`config.mk`:
```
export PLATFORM = sky130hd
export DESIGN_NAME = config_chain_loader
export DESIGN_NICKNAME = d
export VERILOG_FILES = /design/src/rtl/config_chain_loader.sv
export SDC_FILE = /design/constraint.sdc
export NUM_CORES = 1
export LEC_CHECK = 0
export ABC_AREA = 1
export BUFFER_PORTS_ARGS = -buffer_cell sky130_fd_sc_hd__buf_2
export CAP_MARGIN = 20
export CORE_UTILIZATION = 50
export CTS_CLUSTER_DIAMETER = 80
export DETAILED_ROUTE_END_ITERATION = 6
export PLACE_DENSITY = 0.75
export SKIP_CTS_REPAIR_TIMING = 1
export SKIP_LAST_GASP = 1
export SYNTH_ARGS = -nofsm -noshare
export SYNTH_HDL_FRONTEND = slang
export SYNTH_SLANG_ARGS = --single-unit
```
`constraint.sdc`:
```
create_clock -name clk -period 1.57 [get_ports clk]
set_input_delay 0.2355 -clock clk [delete_from_list [all_inputs] [get_ports clk]]
set_output_delay 0.2355 -clock clk [all_outputs]
set_load 0.02 [all_outputs]
```
`src/rtl/config_chain_loader.sv`:
```
// Configuration chain loader: takes bytes over valid/ready and shifts them MSB-first
// onto the fabric config chain head, one strobe per bit, until CHAIN_LEN bits are shifted.
module config_chain_loader #(
    parameter  int CHAIN_LEN = 200,
    parameter  int SHIFT_DIV = 2,
    localparam int CNT_W     = $clog2(CHAIN_LEN + 1)
) (
    input  logic             clk,
    input  logic             rst_n,
    input  logic             start,
    input  logic             abort,
    input  logic [7:0]       s_data,
    input  logic             s_valid,
    output logic             s_ready,
    output logic             ccff_head,
    output logic             ccff_shift_en,
    output logic             cfg_done,
    output logic             busy,
    output logic             err,
    output logic [CNT_W-1:0] bit_count
);

    localparam int DIV_W = (SHIFT_DIV > 1) ? $clog2(SHIFT_DIV) : 1;
    localparam logic [DIV_W-1:0] DIV_LAST = DIV_W'(SHIFT_DIV - 1);
    localparam logic [CNT_W-1:0] CNT_FULL = CNT_W'(CHAIN_LEN);

    typedef enum logic [1:0] {IDLE, LOAD, SHIFT, DONE} state_t;

    state_t           state_q, state_d;
    logic [7:0]       byte_q, byte_d;
    logic [3:0]       left_q, left_d;
    logic [DIV_W-1:0] div_q, div_d;
    logic [CNT_W-1:0] cnt_q, cnt_d;
    logic             head_q, head_d;
    logic             err_q, err_d;
    logic             strobe;

    always_ff @(posedge clk or negedge rst_n) begin
        if (!rst_n) begin
            state_q <= IDLE;
            byte_q  <= '0;
            left_q  <= '0;
            div_q   <= '0;
            cnt_q   <= '0;
            head_q  <= 1'b0;
            err_q   <= 1'b0;
        end else begin
            state_q <= state_d;
            byte_q  <= byte_d;
            left_q  <= left_d;
            div_q   <= div_d;
            cnt_q   <= cnt_d;
            head_q  <= head_d;
            err_q   <= err_d;
        end
    end

    always_comb begin
        state_d = state_q;
        byte_d  = byte_q;
        left_d  = left_q;
        div_d   = div_q;
        cnt_d   = cnt_q;
        head_d  = head_q;
        err_d   = err_q;
        strobe  = 1'b0;
        s_ready = 1'b0;
        busy    = 1'b0;

        case (state_q)
            IDLE, DONE: begin
                if (start) begin
                    state_d = LOAD;
                    cnt_d   = '0;
                    err_d   = 1'b0;
                end
            end
            LOAD: begin
                busy = 1'b1;
                if (abort) begin
                    state_d = IDLE;
                    err_d   = 1'b1;
                end else begin
                    s_ready = 1'b1;
                    if (s_valid) begin
                        byte_d  = s_data;
                        left_d  = 4'd8;
                        div_d   = '0;
                        state_d = SHIFT;
                    end
                end
            end
            SHIFT: begin
                busy = 1'b1;
                if (abort) begin
                    state_d = IDLE;
                    err_d   = 1'b1;
                end else if (div_q == DIV_LAST) begin
                    strobe = 1'b1;
                    byte_d = {byte_q[6:0], 1'b0};
                    left_d = left_q - 4'd1;
                    div_d  = '0;
                    if (cnt_q != CNT_FULL)
                        cnt_d = cnt_q + CNT_W'(1);
                    if (cnt_d == CNT_FULL)
                        state_d = DONE;
                    else if (left_d == 4'd0)
                        state_d = LOAD;
                end else begin
                    div_d = div_q + DIV_W'(1);
                end
            end
            default: state_d = IDLE;
        endcase

        // Head is loaded on the edge entering a strobe cycle so it is stable for the whole strobe
        // and held unchanged between strobes.
        if (state_d == SHIFT && div_d == DIV_LAST)
            head_d = byte_d[7];
    end

    assign ccff_head     = head_q;
    assign ccff_shift_en = strobe;
    assign cfg_done      = (state_q == DONE);
    assign err           = err_q;
    assign bit_count     = cnt_q;

endmodule

```
# Yosys cells after proc, flatten, opt, wreduce, memory -nomap -nowiden
# Index checks and enable logic that the tools add are counted.
[totals]
out_inout_bits = 14
regBits = 25
elab_cells = 73
inputBits = 13
[op_classes]
reduce_logical = 10
eq_ne = 12
muxes = 40
n_addsub = 3
[ops]
columns = ["cell", "n"]
rows = [
  ["$mux W8", 11],
  ["$pmux W8 S2", 2],
  ["$mux W4", 4],
  ["$mux W2", 7],
  ["$mux W1", 12],
  ["$ne A2 B2 Y1 const B", 5],
  ["$add A8 B1 Y8 const B", 1],
  ["$eq A8 B8 Y1 const B", 1],
  ["$ne A8 B8 Y1 const B", 1],
  ["$pmux W4 S2", 1],
  ["$eq A2 B2 Y1 const B", 3],
  ["$pmux W2 S3", 1],
  ["$reduce_and A5 Y1", 1],
  ["$logic_not A4 Y1", 1],
  ["$pmux W1 S2", 2],
  ["$reduce_and A4 Y1", 1],
  ["$reduce_bool A2 Y1", 2],
  ["$reduce_or A2 Y1", 2],
  ["$sub A4 B1 Y4 const B", 1],
  ["$eq A2 B1 Y1 const B", 1],
  ["$logic_not A2 Y1", 1],
  ["$ne A2 B1 Y1 const B", 1],
  ["$reduce_and A2 Y1", 1],
  ["$add A1 B1 Y1 const B", 1],
  ["$logic_and A1 B1 Y1", 1],
]

# Longest topological paths before layout
[logic_depth]
depth_word = 12
depth_mapped = 18
depth_no_buf = 17

# Least setup slack after synthesis
# Ideal clock, no wire load.
[synth_timing]
path_kind = "reg-to-reg"
startpoint = "register cnt_q[1] (netlist: bit_count[1])"
endpoint = "register head_q (netlist: ccff_head)"
setup_time_ps = 117
path_buffers = 0
t_arrival_ps = 1725
path_stages_with_launch = 14
path_slack_ps = -272
period_less_slack_ps = 1842
cell_sequence = "dfrtp_1 ha_1 nand3_2 nor2_2 xor2_2 nor2_1 nand2_1 nand2_1 nand2_1 nand2_1 a21oi_2 nand2_1 nand2_1 nand2_1"
[synth_via]
elab_chain_cells = 12
[synth_rtl]
columns = ["item", "line_no", "text"]
rows = [
  ["start: declaration", "33", "logic [CNT_W-1:0] cnt_q, cnt_d;"],
  ["start signal: assignment", "52", "cnt_q <= cnt_d;"],
  ["$add A8 B1 Y8 / $ne A8 B8 Y1 (equally long branches)", "104, 103", ""],
  ["$mux W8 (*)", "103", "if (cnt_q != CNT_FULL)"],
  ["$mux W8 (*)", "98", "end else if (div_q == DIV_LAST) begin"],
  ["$mux W8 (*)", "95", "if (abort) begin"],
  ["$mux W8 (*)", "70", "case (state_q)"],
  ["$eq A8 B8 Y1 (*)", "105", "if (cnt_d == CNT_FULL)"],
  ["$mux W2 (*)", "105", ""],
  ["$mux W2 (*)", "98", ""],
  ["$mux W2 (*)", "95", ""],
  ["$pmux W2 S3 (*)", "70", ""],
  ["$eq A2 B2 Y1 (*)", "118", "if (state_d == SHIFT && div_d == DIV_LAST)"],
  ["$logic_and A1 B1 Y1 (*)", "118", ""],
  ["end signal: assignment", "45", "head_q <= 1'b0;"],
  ["end signal: assignment", "53", "head_q <= head_d;"],
  ["end: declaration", "34", "logic head_q, head_d;"],
]
# Mark *: on every way between the ends. The rest lies on a longest branch, timed or not. The select of a mux whose other input is x is not followed.
# A chain may end at the register's enable or synchronous reset.

# Final worst setup path
# Ends and elaborated chain as after synthesis.

==> metrics.txt <==
status=finished, violations left; cell family with most CP delay=simple AND/OR/NAND/NOR gates; Clock Skew=roughly 13 ps; Die Ht=between 50 and 60 um; Starting DRT DRC Count=41; TritonCTS clock tree=done; Crit path top cell by count=nand2_1; initial antenna violation count=0; Slew HR=0.617; HP Class=primary input to flop; DP HPWL=approximately 2700 um; Starting Density=0.527; Final Util=0.739; R2R Path End=ccff_head; largest family of logic cells by synthesized area=simple AND/OR/NAND/NOR gates; via count=1572; final worst slack=-265 ps; TritonCTS Sinks=25; port bufs=26; Synth Area in Adders=0.0627; die width=about 58 um; fin area=roughly 2200 um2; CTS clk-pin slew, worst paths=150 ps; global-route wire length before repair=about 6000 um; hold path endpoint=byte_q[0]; Worst Setup Path Type=flop to flop; Worst Tran Pin Value=~570 ps; vias in the first global route=1452; # diodes=0; Antenna Nets Post-Route=0; Post-Place Cell Area=between 1500 and 2000 um2; row count=20; endpoints failing hold=0; Finished Layout Cells=307; critical path arrival=2080 ps; grt total ovfl=0; Final Hold Slack=~130 ps; layout cell share with drive strength beyond 1=0.468; Most Crowded Layer GR=met2; Cell Pwr Density=1460 nW/um2; met2 GRT Util=0.415; WL per Instance=around 13 um; Final min period=1830 ps; VDD IR max=around 0.99 mV; met1 usage=0.297; r2r startpoint=bit_count[1]; Worst Setup Start Kind=flop; Syn Area/Cell=~7.8 um2; maximum number of pins on one net before global-route repair=26; vias per inst=5.12; Max Cap Viol=0; reg2reg path depth=13; sequential fraction of the synthesis area=0.392; hold_sp=s_data[0]; Crit-path slowest cell=dfrtp_2; CTS Root Cell=clkbuf_4; Final #Nets=between 200 and 300; DP Worst Slack=-256 ps; Top FF cell, synth=dfrtp_1; Critical Path Sink Type=flop; full die area=between 3000 and 4000 um2; leak pwr=between 1 and 1.5 nW; fraction of the mapped netlist area in compound gates=0.140; Post-synth EDFFs=0; Mapped Area=roughly 1600 um2; XOR/XNOR Fraction of Synth Area=0.0322; hold path depth=3; Mapped Nets=between 200 and 250; TNS Setup=-776 ps; Clk Latency, worst-skew pair=roughly 350 ps; I/O pin count=27; area grow syn2layout=40.3%; Final Setup Violations=6; Worst EP required=about 1800 ps; CP Buf/Inv Count=0; GR Util All Layers=0.241; yosys warns=0; gpl congestion=between 0.8 and 0.9; failing checks=negative setup slack; DP Cell Count=a little under 300; mux contribution to synthesized area=0; CTS max path bufs=2; Post-Syn Instances=about 200; Final Cycle Share=1.17; CP max stage delay=approximately 430 ps; Fmax achieved=545 MHz; r2r setup slk=-260 ps; CTS Buf Count=3; most frequent cells in the layout=38 x nand2_1, 29 x buf_4, 23 x buf_2, 22 x dfrtp_1, 21 x nand3_1; grt met3 use=0.0286; Simple-Gate Fraction of Synth Area=0.274; Placeable Area=3030 um2; Final Power=around 3.3 mW; DRT Pass-1 Iters=4; CP max FO=4; most common cell after layout, fill and taps aside=nand2_1; Yosys cell types=34; Pins Over Slew Limit=0; RSZ-0062 raised after global routing=true; flops & latches, synth=25; Routed WL=3940 um; H-tree levels=1; DRC=0; FFs w/ async S/R, synth=1.00; crit-path cells=ha_2 -> nand3_4 -> nor2_4 -> xor2_2 -> nor2_1 -> nand2_1 -> nand2_1 -> nand2_1 -> nand2_1 -> a21oi_2 -> nand2_1 -> nand2_1 -> nand2_1
state kept, by name, summed over array words and instances (netlist names):
signal and count:
state_q 2, ccff_head 1, left_q 4, byte_q 8, bit_count 8, div_q 1, err 1
kinds of logic (layout without fill, tap and decap cells):
| group | Yosys count | count (layout) |
|---|---|---|
| xor gates and xnor gates | 5 | 5 |
| buffers and inverters | 37 | 95 |
| AOI/OAI and AO/OA | 37 | 37 |
| DFF | 25 | 25 |
| adders and majority gates | 8 | 8 |
| and+or+nand+nor | 93 | 93 |
Yosys cell counts, types with 2 or more instances:
cell	number	area, um2
nand3_1	23	115
nor2_1	8	30.0
ha_1	8	100
nand4_1	3	18.8
nand2_1	47	176
o21ai_1	12	60.1
nor2_2	4	25.0
inv_2	11	41.3
o22ai_1	5	31.3
dfrtp_1	25	626
inv_1	18	67.6
o31ai_1	5	37.5
xor2_1	3	26.3
nand3_2	2	20.0
buf_2	5	25.0
a21oi_1	8	40.0
routing by layer:
metal	up-vias	routed length [um]	share of wire
met5	-	0	0
met2	32	2070	0.52
li1	788	-	-
met1	741	1650	0.42
met3	11	95	0.024
met4	0	129	0.033
worst reg2reg max path, delay by kind of cell (launching register included):
kind | cells | cell delay, ps
xor+xnor | 1 | 180
flops | 1 | 430
fa+ha+maj | 1 | 220
simple gates | 10 | 760
compound gates | 1 | 150
worst max path at each step:
stage                  from        end  cells after the start
2_1_floorplan  bit_count[0]  ccff_head                     14
3_3_place_gp   bit_count[1]  ccff_head                     17
6_report       bit_count[1]  ccff_head                     13
5_1_grt        bit_count[1]  ccff_head                     17
3_5_place_dp   bit_count[1]  ccff_head                     17
4_1_cts          state_q[0]       busy                      5
final cells by class:
| type | instances | area, um2 |
|---|---|---|
| clock buffers | 3 | 22.5 |
| repair buffers | 60 | 430 |
| clock inverters | 1 | 7.51 |
| flip-flops and latches | 25 | 629 |
| inverters | 31 | 121 |
| multi-input cells | 143 | 972 |
| well taps | 44 | 55.1 |
| fillers | 228 | 790 |
where the power goes:
| part | internal, mW | switching, mW |
|---|---|---|
| registers | 0.791 | 0.105 |
| logic | 0.947 | 1.11 |
| clock network | 0.0982 | 0.216 |
No activity file was read; power rests on OpenSTA's default activity.
